`src/rtl/sram_arbiter.sv`:
```
// sram_arbiter: two-port round-robin arbiter in front of an asynchronous SRAM.
// Each granted access runs IDLE -> ACCESS (WAIT_CYCLES cycles) -> DONE (1 cycle),
// so latency and throughput are fixed and neither requester sees back-pressure.
// All outputs are registered.
//
// Ports:
//   Clk, Reset                 sole clock, synchronous active-high reset
//   pN_req/we/addr/wdata       per-port request (req held until ack)
//   pN_ack                     single-cycle completion pulse
//   rdata                      last word read (shared)
//   grant                      one-hot owner of the current access, 00 when idle
//   Mem_CE/UB/LB/OE/WE         active-low SRAM strobes
//   ADDR, Data_to_SRAM         latched address / write data for the SRAM
//   Data_from_SRAM             read data from the tristate buffer
//   tristate_output_enable     high while write data is driven onto the bus
module sram_arbiter #(
    parameter int ADDR_W      = 20,
    parameter int DATA_W      = 16,
    parameter int WAIT_CYCLES = 2
) (
    input  logic              Clk,
    input  logic              Reset,
    input  logic              p0_req,
    input  logic              p0_we,
    input  logic [ADDR_W-1:0] p0_addr,
    input  logic [DATA_W-1:0] p0_wdata,
    input  logic              p1_req,
    input  logic              p1_we,
    input  logic [ADDR_W-1:0] p1_addr,
    input  logic [DATA_W-1:0] p1_wdata,
    output logic              p0_ack,
    output logic              p1_ack,
    output logic [DATA_W-1:0] rdata,
    output logic [1:0]        grant,
    output logic              Mem_CE,
    output logic              Mem_UB,
    output logic              Mem_LB,
    output logic              Mem_OE,
    output logic              Mem_WE,
    output logic [ADDR_W-1:0] ADDR,
    output logic [DATA_W-1:0] Data_to_SRAM,
    input  logic [DATA_W-1:0] Data_from_SRAM,
    output logic              tristate_output_enable
);

    localparam logic [1:0] IDLE   = 2'd0;
    localparam logic [1:0] ACCESS = 2'd1;
    localparam logic [1:0] DONE   = 2'd2;

    // The counter is loaded with WAIT_CYCLES-1 and the access ends when it reads 0.
    localparam logic [3:0] WAIT_LOAD = 4'(WAIT_CYCLES - 1);

    logic [1:0]        state_r;
    logic [3:0]        wait_cnt_r;
    logic              last_served_r;   // 0 = p0 served last, 1 = p1
    logic              we_r;

    logic              any_req_s;
    logic              win_s;           // 0 = p0 wins, 1 = p1 wins
    logic              win_we_s;
    logic [ADDR_W-1:0] win_addr_s;
    logic [DATA_W-1:0] win_wdata_s;

    // Arbitration: a lone requester wins; on a tie the port not served last wins.
    always_comb begin
        any_req_s = p0_req | p1_req;
        if (p0_req && p1_req) begin
            win_s = ~last_served_r;
        end else if (p1_req) begin
            win_s = 1'b1;
        end else begin
            win_s = 1'b0;
        end
        if (win_s) begin
            win_we_s    = p1_we;
            win_addr_s  = p1_addr;
            win_wdata_s = p1_wdata;
        end else begin
            win_we_s    = p0_we;
            win_addr_s  = p0_addr;
            win_wdata_s = p0_wdata;
        end
    end

    // Access sequencer: state, counter, latched request and all registered outputs.
    always_ff @(posedge Clk) begin
        if (Reset) begin
            state_r                <= IDLE;
            wait_cnt_r             <= 4'd0;
            last_served_r          <= 1'b1;
            we_r                   <= 1'b0;
            p0_ack                 <= 1'b0;
            p1_ack                 <= 1'b0;
            grant                  <= 2'b00;
            rdata                  <= '0;
            ADDR                   <= '0;
            Data_to_SRAM           <= '0;
            Mem_CE                 <= 1'b1;
            Mem_UB                 <= 1'b1;
            Mem_LB                 <= 1'b1;
            Mem_OE                 <= 1'b1;
            Mem_WE                 <= 1'b1;
            tristate_output_enable <= 1'b0;
        end else begin
            case (state_r)
                IDLE: begin
                    p0_ack <= 1'b0;
                    p1_ack <= 1'b0;
                    if (any_req_s) begin
                        state_r                <= ACCESS;
                        wait_cnt_r             <= WAIT_LOAD;
                        last_served_r          <= win_s;
                        we_r                   <= win_we_s;
                        grant                  <= win_s ? 2'b10 : 2'b01;
                        ADDR                   <= win_addr_s;
                        Data_to_SRAM           <= win_wdata_s;
                        Mem_CE                 <= 1'b0;
                        Mem_UB                 <= 1'b0;
                        Mem_LB                 <= 1'b0;
                        Mem_OE                 <= win_we_s;
                        Mem_WE                 <= ~win_we_s;
                        tristate_output_enable <= win_we_s;
                    end else begin
                        grant <= 2'b00;
                    end
                end
                ACCESS: begin
                    if (wait_cnt_r == 4'd0) begin
                        // Last strobe cycle: capture read data, release the bus.
                        if (!we_r) begin
                            rdata <= Data_from_SRAM;
                        end else begin
                            rdata <= rdata;
                        end
                        state_r                <= DONE;
                        p0_ack                 <= grant[0];
                        p1_ack                 <= grant[1];
                        Mem_CE                 <= 1'b1;
                        Mem_UB                 <= 1'b1;
                        Mem_LB                 <= 1'b1;
                        Mem_OE                 <= 1'b1;
                        Mem_WE                 <= 1'b1;
                        tristate_output_enable <= 1'b0;
                    end else begin
                        wait_cnt_r <= wait_cnt_r - 4'd1;
                    end
                end
                DONE: begin
                    state_r <= IDLE;
                    p0_ack  <= 1'b0;
                    p1_ack  <= 1'b0;
                    grant   <= 2'b00;
                end
                default: begin
                    state_r                <= IDLE;
                    p0_ack                 <= 1'b0;
                    p1_ack                 <= 1'b0;
                    grant                  <= 2'b00;
                    Mem_CE                 <= 1'b1;
                    Mem_UB                 <= 1'b1;
                    Mem_LB                 <= 1'b1;
                    Mem_OE                 <= 1'b1;
                    Mem_WE                 <= 1'b1;
                    tristate_output_enable <= 1'b0;
                end
            endcase
        end
    end

endmodule
```
`config.mk`:
```
export PLATFORM = sky130hd
export DESIGN_NAME = sram_arbiter
export DESIGN_NICKNAME = d
export VERILOG_FILES = /design/src/rtl/sram_arbiter.sv
export SDC_FILE = /design/constraint.sdc
export NUM_CORES = 1
export LEC_CHECK = 0
export BUFFER_PORTS_ARGS = -buffer_cell sky130_fd_sc_hd__buf_2
export CAP_MARGIN = 10
export CORE_UTILIZATION = 35
export DETAILED_ROUTE_END_ITERATION = 16
export GPL_TIMING_DRIVEN = 0
export PLACE_DENSITY = 0.62
export SYNTH_ARGS = -nofsm -noshare
export SYNTH_HDL_FRONTEND = slang
export SYNTH_SLANG_ARGS = --single-unit
export TNS_END_PERCENT = 1
```
`constraint.sdc`:
```
create_clock -name Clk -period 1.6 [get_ports Clk]
set_input_delay 0 -clock Clk [delete_from_list [all_inputs] [get_ports Clk]]
set_output_delay 0 -clock Clk [all_outputs]
set_load 0.005 [all_outputs]
```
==> impl_metrics.tcl, run 1 <==
set metrics [dict create \
    fp.dieW_um 92.34 \
    yosysWarnings 0 \
    rows 32 \
    drive_gt1_share_pct 37.71 \
    crit_chain "inv_1 -> ha_1 -> or3b_4 -> clkbuf_4 -> o21ai_1 -> a21oi_1" \
    mostFrequentLayoutCell "buf_2" \
    grt_use_total_pct 22.64 \
    finalCritPeriodShare_pct 98.45 \
    synth_area_per_cell_sq_um 10.39 \
    crit_buf_inv 2 \
    num_io_pins 156 \
    place_inst 531 \
    io_buffers 154 \
    cts_tree "built" \
    root_buffer "clkbuf_8" \
    rsz0062_at_grt "yes" \
    worstPathMaxFanout 10 \
    antenna_found_initial 0 \
    synth_seq_cells 68 \
    fin_cells 635 \
    r2r-start "wait_cnt_r[0]" \
    async_flop_share_pct 0 \
    die_h_um 92.34 \
    yosysSeqAreaShare_pct 47.66 \
    most-common-layout-cells "buf_2, dlygate4sd3_1, dfxtp_1" \
    clk_latency_ns 0.35 \
    max_stage_delay_ns 0.41 \
    status "finished clean" \
    synth-main-ff-cell "dfxtp_1" \
    final_core_util_pct 62.45 \
    antenna_left 0 \
    dr.pass1.iters 5 \
    cts_max_level 3 \
    antenna_cells 0 \
    grt_pass1_vias 3299 \
    drtIter0Drc 119 \
    hold_class "input pin to flip-flop" \
    startpoint "wait_cnt_r[0]" \
    drc 0 \
    grt_overflow 0 \
    syn-cell-area_sq_mm 0.002856 \
    hpwl_um 5667 \
    hold_violations 0 \
    area_growth_pct 70.70 \
    skew_ns 0.01376 \
    tns_ns 0 \
    coreArea_sq_mm 0.007807 \
    vias_per_cell 4.981 \
    hp-start "p1_we" \
    leakage_uw 0.002209 \
    final_nets 624 \
    powerDensity_mw_per_mm2 972.1 \
    crit_required_ns 1.81 \
    grt_max_degree 13 \
    cts_setup_buffers 0 \
    vdd_drop_max_mv 0.5895 \
    cp_top_family "simple AND/OR/NAND/NOR gates" \
    max_slew_margin_pct 67.73 \
    routedWlPerCell_um 14.77 \
    cp-start-kind "flip-flop" \
    worst_pin_slew_ns 0.4840 \
    vias 3163 \
    finalCriticalPeriod_ns 1.575 \
    arrival_ns 1.79 \
    die_area_sq_mm 0.008527 \
    grt_first_pass_wirelength_um 15320 \
    syn_inst 275 \
    timing.fmax_mhz 634.8 \
    crit_type "flip-flop to flip-flop" \
    crit_slowest_cell "or3b_4" \
    routed_wl_um 9378 \
    cts.clk_slew.worst_paths_ns 0.07 \
    preCtsSetupSlack_ns -0.05640 \
    synth_edf_count 0 \
    gp_congestion 0.7284 \
    cp-end-kind "flip-flop" \
    cap_viol_max_count 0 \
    initial_utilization_pct 36.59 \
    layout_setup_ws_ns 0.02480 \
    synth_fp_nets 371 \
    final-max-slew-violation-count 0 \
    ctsLongestPathBuffers 2 \
    yosysUniqueCellTypes 42 \
    cts.sinks 68 \
    numCtsBuffers 9 \
    fill_cells 638 \
    setup_viol_count_final 0 \
]
-- timing repair --
item / 4_1_cts / 5_1_grt
hold buffers: 88 / 0
gates resized for setup: 2 / 12
hold endpoints to repair: 52 / 0
endpoints found under the setup margin: 10 / 43
-- path summary, 6_finish.rpt --
kind                            slack, ns  cells after the start                endpoint
worst max-delay path                 0.02                      6               rdata[10]
worst min-delay path                 0.03                      3  tristate_output_enable
worst max register to register       0.02                      6               rdata[10]
worst min register to register       0.46                      2                  p0_ack
-- tightest hold or removal path, stage by stage --
cell     delay [ns]
buf_2          0.08
mux2i_2        0.10
o32ai_1        0.13
-- logic make-up after synthesis --
logic type | count (synthesis) | share of synthesized area (%)
multiplexers | 38 | 13.32
flip-flops | 68 | 47.66
buffers and inverters | 29 | 5.694
adder cells (fa/ha/maj) | 2 | 0.8759
AND/OR/NAND/NOR | 43 | 8.673
AO/OA/AOI/OAI | 95 | 23.79
-- cells in the mapped netlist (all sizes together) (2+ instances only) --
cell type | number | area, sq um
nand2 | 8 | 30.03
o21ai | 19 | 95.09
buf | 18 | 121.4
or4 | 2 | 15.01
a21oi | 23 | 126.4
o21bai | 2 | 15.01
o2bb2ai | 37 | 324.1
mux2i | 38 | 380.4
or3b | 2 | 20.02
dfxtp | 68 | 1361
or3 | 2 | 12.51
o21ba | 2 | 20.02
ha | 2 | 25.02
nor3 | 2 | 10.01
nor3b | 2 | 31.28
inv | 5 | 18.76
nand3 | 17 | 85.08
a21boi | 2 | 18.77
nor2 | 4 | 15.01
clkbuf | 6 | 22.52
-- layer usage --
layer / share of wire, % / global-route usage (%)
met1: 44 / 26.92
met2: 46 / 38.21
met3: 7.1 / 5.419
met4: 2.9 / 10.81
met5: 0 / 0
-- area by class of cell --
type	count	area, sq um	share of cell area, %
timing repair buffer	242	1652	33.87
clock inverter	6	87.58	1.796
multi-input combinational	178	1345	27.59
inverter	5	18.77	0.3849
clock buffer	10	127.6	2.617
tap	102	127.6	2.617
buffer	24	155.1	3.182
sequential	68	1363	27.94
-- where the power goes --
group | internal [uW] | switching [uW]
sequential | 1870 | 103
combinational | 632 | 576
clock | 881 | 673
-- sequential cells by signal, summed over array words and instances (netlist names), 2 cells and up --
| name | flops |
|---|---|
| state_r | 2 |
| ADDR | 20 |
| rdata | 16 |
| grant | 2 |
| Data_to_SRAM | 16 |
| wait_cnt_r | 4 |
-- through the flow --
step / power (uW) / cell area (sq um) / hold slack (ns)
after floorplan: 2579 / 2856 / 0.1477
after global placement: 2994 / 3755 / 0.2563
after detailed placement: 3012 / 3755 / 0.2626
after CTS: 4729 / 4855 / 0.004323
after global routing: 4972 / 4876 / 0.04118
final: 4740 / 4876 / 0.02783
Note: power is estimated with default switching activity, not from simulation.
==> inputs of run 2 (changes only) <==
Settings changed: CORE_ASPECT_RATIO set to 1.75, RECOVER_POWER set to 100.
==> run 2 against run 1 <==
First-iteration DRC count grew 54%. Utilization shrank 0.25 points. Non-clock buffer count is the same. Via count grew 2.0%. Combinational power is essentially flat. Register-to-register slack gained 0.05 ns. Hold slack lost 0.013 ns.
==> impl_metrics.tcl, run 2 (synthesis gave the netlist of run 1 again) <==
set metrics [dict create \
    powerDensity_mw_per_mm2 1073 \
    leakage_uw 0.002101 \
    grt_overflow 0 \
    num_io_pins 156 \
    hp-start "p1_we" \
    hold_class "input pin to flip-flop" \
    die_area_sq_mm 0.008541 \
    critPathCapture "Data_to_SRAM[13]" \
    hpwl_um 5834 \
    coreArea_sq_mm 0.007909 \
    crit_chain "buf_2 -> nor2_1 -> nand2_1 -> clkbuf_1 -> o2bb2ai_1" \
    worst_pin_slew_ns 0.4760 \
    crit_type "flip-flop to flip-flop" \
    r2r-start "state_r[1]" \
    crit_required_ns 1.79 \
    reg_top3 "ADDR x20, Data_to_SRAM x16, rdata x16" \
    area_growth_pct 72.23 \
    root_buffer "clkbuf_16" \
    cts.sinks 68 \
    vias 3226 \
    max_slew_margin_pct 68.27 \
    cts.clk_slew.worst_paths_ns 0.05 \
    dr.pass1.iters 4 \
    timing.fmax_mhz 656.3 \
    worstPathMaxFanout 10 \
    cts_max_level 3 \
    antenna_cells 0 \
    holdWs_ns 0.01452 \
    post_dp_cell_area_sq_mm 0.003740 \
    finalCriticalPeriod_ns 1.524 \
    drc 0 \
    regMostFlops "ADDR" \
    final_nets 624 \
    vdd_drop_max_mv 0.5680 \
    routed_wl_um 9721 \
    largest_reg_flops 20 \
    routedWlPerCell_um 15.68 \
    most-common-layout-cells "buf_2, dlygate4sd3_1, dfxtp_1" \
    vias_per_cell 5.203 \
    gp_congestion 0.7846 \
    fp.dieW_um 70.29 \
    finalCritPeriodShare_pct 95.23 \
    final-max-slew-violation-count 0 \
    place_inst 519 \
    clk_latency_ns 0.33 \
    fill_cells 659 \
    antenna_found_initial 0 \
    cp-start-kind "flip-flop" \
    postLayoutCellArea_sq_mm 0.004920 \
    io_buffers 154 \
    startpoint "state_r[1]" \
    rrSetupSlack_ns 0.08 \
    max_stage_delay_ns 0.40 \
    grt_first_pass_wirelength_um 15390 \
    setup_viol_count_final 0 \
    cts_tree "built" \
    arrival_ns 1.72 \
    initial_utilization_pct 36.12 \
    ctsLongestPathBuffers 2 \
    skew_ns 0.004354 \
    drtIter0Drc 183 \
    status "finished clean" \
    cap_viol_max_count 0 \
    rr_endpoint "Data_to_SRAM[13]" \
    r2r_cells 5 \
    rsz0062_at_grt "yes" \
    crit_slowest_cell "clkbuf_1" \
    grt_use_total_pct 22.98 \
    numCtsBuffers 9 \
    die_h_um 121.5 \
    fin_cells 620 \
    mostFrequentLayoutCell "buf_2" \
    drive_gt1_share_pct 30.38 \
    cp-end-kind "flip-flop" \
    grt_max_degree 11 \
    hold_violations 0 \
    antenna_left 0 \
    cts_setup_buffers 0 \
    rows 43 \
    grt_pass1_vias 3333 \
]
[run 2: changes by cell type in the layout (fill, tap and decap cells not counted), sizes merged]
| cell | previous run | this run |
|---|---|---|
| clkinv | 3 | 0 |
| inv | 6 | 5 |
| buf | 172 | 131 |
| clkbuf | 16 | 58 |
[run 2: cell type report]
class                   count  area, sq um  share of cell area, %
plain buffers              24        162.7                  3.306
clock buffers              11        252.7                  5.137
clock inverters             2        60.06                  1.221
inverters                   5        18.77                 0.3815
multi-input cells         178         1349                  27.42
flip-flops and latches     68         1363                  27.70
well taps                  90        112.6                  2.289
repair buffers            242         1602                  32.55
[run 2: layer usage]
layer / GRT usage, % / part of all wire (%)
met4: 12.50 / 4.0
met3: 6.728 / 7.2
met1: 23.48 / 36
met2: 41.25 / 53
met5: 0 / 0
[run 2: critical path, delay by kind of cell (launching register included)]
kind	cells	cell delay, ns
flops	1	0.34
buf+inv	2	0.64
simple gates	2	0.25
compound gates	1	0.15
[run 2: timing repair]
action                     in CTS  in global routing
setup endpoints to repair      10                 53
hold buffers                   88                  0
hold endpoints to repair       52                  0
gates resized for setup         3                 17
[run 2: how the worst min path moves through the flow]
stage                          endpoint  slack (ns)  cells after the start
after detailed placement       rdata[5]        0.26                      3
after CTS                 last_served_r       0.001                      2
after global routing      last_served_r        0.03                      2
after floorplan                rdata[0]        0.15                      2
final                              we_r        0.01                      3
after global placement        rdata[10]        0.25                      3
[run 2: per-stage QoR]
stage / utilization (%) / setup TNS [ns] / setup slack, ns / total power, uW
floorplan: - / 0 / 0.1543 / 2579
global placement: 47.29 / -0.1415 / -0.01989 / 2994
detailed placement: 47.29 / -0.5388 / -0.07694 / 3005
CTS: 62.46 / 0 / 0.02962 / 5283
global route: 62.21 / -0.5096 / -0.06290 / 5503
finish: 62.21 / 0 / 0.07638 / 5277
[run 2: power by group]
part / total (uW) / internal (uW) / switching (uW)
clock network: 2100 / 1420 / 678
logic: 1190 / 616 / 578
registers: 1980 / 1880 / 105
==> inputs of run 3 (changes only) <==
Settings changed: MAX_ROUTING_LAYER set to met4, PLACE_DENSITY 0.62 to 0.65.
Clock period 1.6 ns to 1.4 ns, I/O delays scaled along.
==> run 3 against run 2 <==
The flow now finishes with violations (negative setup slack). Routed wire length grew 3.8%. Fmax grew 2.7%. Sequential power grew 15%. First-iteration DRC count shrank 13%. Register-to-register slack lost 0.16 ns. Utilization grew 1.8 points. Flip-flop and latch count is the same. Global-route usage grew 1.4 points. Combinational power grew 26%. Final area grew 2.9%. Critical path depth grew 1. Sequential share of layout area shrank 0.75 points.
==> impl_metrics.tcl, run 3 (synthesis gave the netlist of run 1 again) <==
set metrics [dict create \
    clk_latency_ns 0.33 \
    hpwl_um 5790 \
    hold_violations 0 \
    layout_setup_ws_ns -0.08328 \
    arrival_ns 1.68 \
    grt_overflow 0 \
    grt_use_total_pct 24.38 \
    cap_viol_max_count 0 \
    cp-end-kind "flip-flop" \
    status "complete, but fails checks" \
    vias 3203 \
    violations "negative setup slack" \
    drive_gt1_share_pct 33.33 \
    die_area_sq_mm 0.008541 \
    place_inst 519 \
    leakage_uw 0.002120 \
    initial_utilization_pct 36.12 \
    setup_viol_count_final 21 \
    rows 43 \
    cts_max_level 3 \
    cts.clk_slew.worst_paths_ns 0.06 \
    area_growth_pct 77.18 \
    max_slew_margin_pct 68.59 \
    largest_reg_flops 20 \
    num_io_pins 156 \
    gp_congestion 0.7739 \
    finalCriticalPeriod_ns 1.483 \
    ctsLongestPathBuffers 2 \
    worstPathMaxFanout 6 \
    cts.sinks 68 \
    cp-start-kind "flip-flop" \
    skew_ns 0.006806 \
    most-common-layout-cells "buf_2, dlygate4sd3_1, dfxtp_1" \
    dr.pass1.iters 4 \
    fin_cells 630 \
    final-max-slew-violation-count 0 \
    drtIter0Drc 160 \
    fill_cells 640 \
    timing.fmax_mhz 674.2 \
    numCtsBuffers 9 \
    hold_class "input pin to flip-flop" \
    crit_required_ns 1.59 \
    antenna_found_initial 0 \
    mostFrequentLayoutCell "buf_2" \
    grt_max_degree 12 \
    final_core_util_pct 63.99 \
    fp.dieW_um 70.29 \
    cts_tree "built" \
    regMostFlops "ADDR" \
    vias_per_cell 5.084 \
    io_buffers 154 \
    drc 0 \
    coreArea_sq_mm 0.007909 \
    grt_pass1_vias 3379 \
    root_buffer "clkbuf_16" \
    grt_first_pass_wirelength_um 15930 \
    final_nets 632 \
    routed_wl_um 10090 \
    crit_type "flip-flop to flip-flop" \
    antenna_left 0 \
    die_h_um 121.5 \
    finalCritPeriodShare_pct 105.9 \
    antenna_cells 0 \
    reg_top3 "ADDR x20, Data_to_SRAM x16, rdata x16" \
    vdd_drop_max_mv 0.7109 \
    total_power_uw 6032 \
    routedWlPerCell_um 16.02 \
    worst_pin_slew_ns 0.4712 \
    rsz0062_at_grt "yes" \
    powerDensity_mw_per_mm2 1192 \
]
[run 3: cell types whose count changed in the layout (fill, tap and decap cells not counted), sizes merged]
cell | previous run | this run
clkbuf | 58 | 66
buf | 131 | 130
dlygate4sd3 | 88 | 89
clkinv | 0 | 1
clkinvlp | 0 | 2
bufinv | 2 | 1
[run 3: cell type report]
cell class	count	area (sq um)	area share, %
clock buffers	11	242.7	4.796
well taps	90	112.6	2.225
inverters	5	18.77	0.3708
multi-input cells	178	1416	27.99
flip-flops and latches	68	1364	26.95
repair buffers	250	1668	32.95
clock inverters	4	50.05	0.9889
plain buffers	24	188.9	3.733
[run 3: worst max-delay path, stage by stage (launching register included)]
cell and delay, ns:
dfxtp_2 0.33, inv_2 0.07, ha_4 0.13, or3b_4 0.45, buf_6 0.17, o21ai_2 0.12, a21oi_1 0.07
[run 3: what timing repair did]
action,CTS,global route
setup endpoints to repair,56,65
pin swaps,20,8
hold buffers,89,0
gates cloned,2,0
resized for setup,27,16
setup buffers,4,1
hold endpoints to repair,53,0
[run 3: path summary, 6_finish.rpt]
path | from | endpoint | slack, ns | cells past startpoint
worst max-delay path | wait_cnt_r[1] | rdata[5] | -0.08 | 6
worst min-delay path | p1_we | we_r | 0.005 | 3
worst max register to register | wait_cnt_r[1] | rdata[5] | -0.08 | 6
worst min register to register | rdata[15] | rdata[15] | 0.45 | 2
[run 3: where the power goes]
| group | internal (uW) | switching [uW] | total, uW |
|---|---|---|---|
| logic | 782 | 723 | 1500 |
| clock network | 1410 | 839 | 2250 |
| registers | 2150 | 127 | 2270 |
| total | 4340 | 1690 | 6030 |
[run 3: per-stage QoR]
stage	hold WS (ns)	worst slack (ns)	setup TNS, ns	instance area [sq um]
floorplan	0.1477	0.01751	0	2864
global route	0.01690	-0.1230	-3.172	5061
finish	0.005158	-0.08328	-1.249	5061
CTS	0.002643	-0.05835	-0.8025	5065
detailed placement	0.2583	-0.1777	-6.286	3747
global placement	0.2558	-0.1540	-4.491	3747
[run 3: metal layers]
layer / vias to the layer above / track usage [%] / wire (um)
li1: 1546 / - / -
met2: 148 / 43.87 / 5425
met4: 0 / 11.63 / 346
met1: 1481 / 24.56 / 3765
met5: - / - / 0
met3: 28 / 5.399 / 551
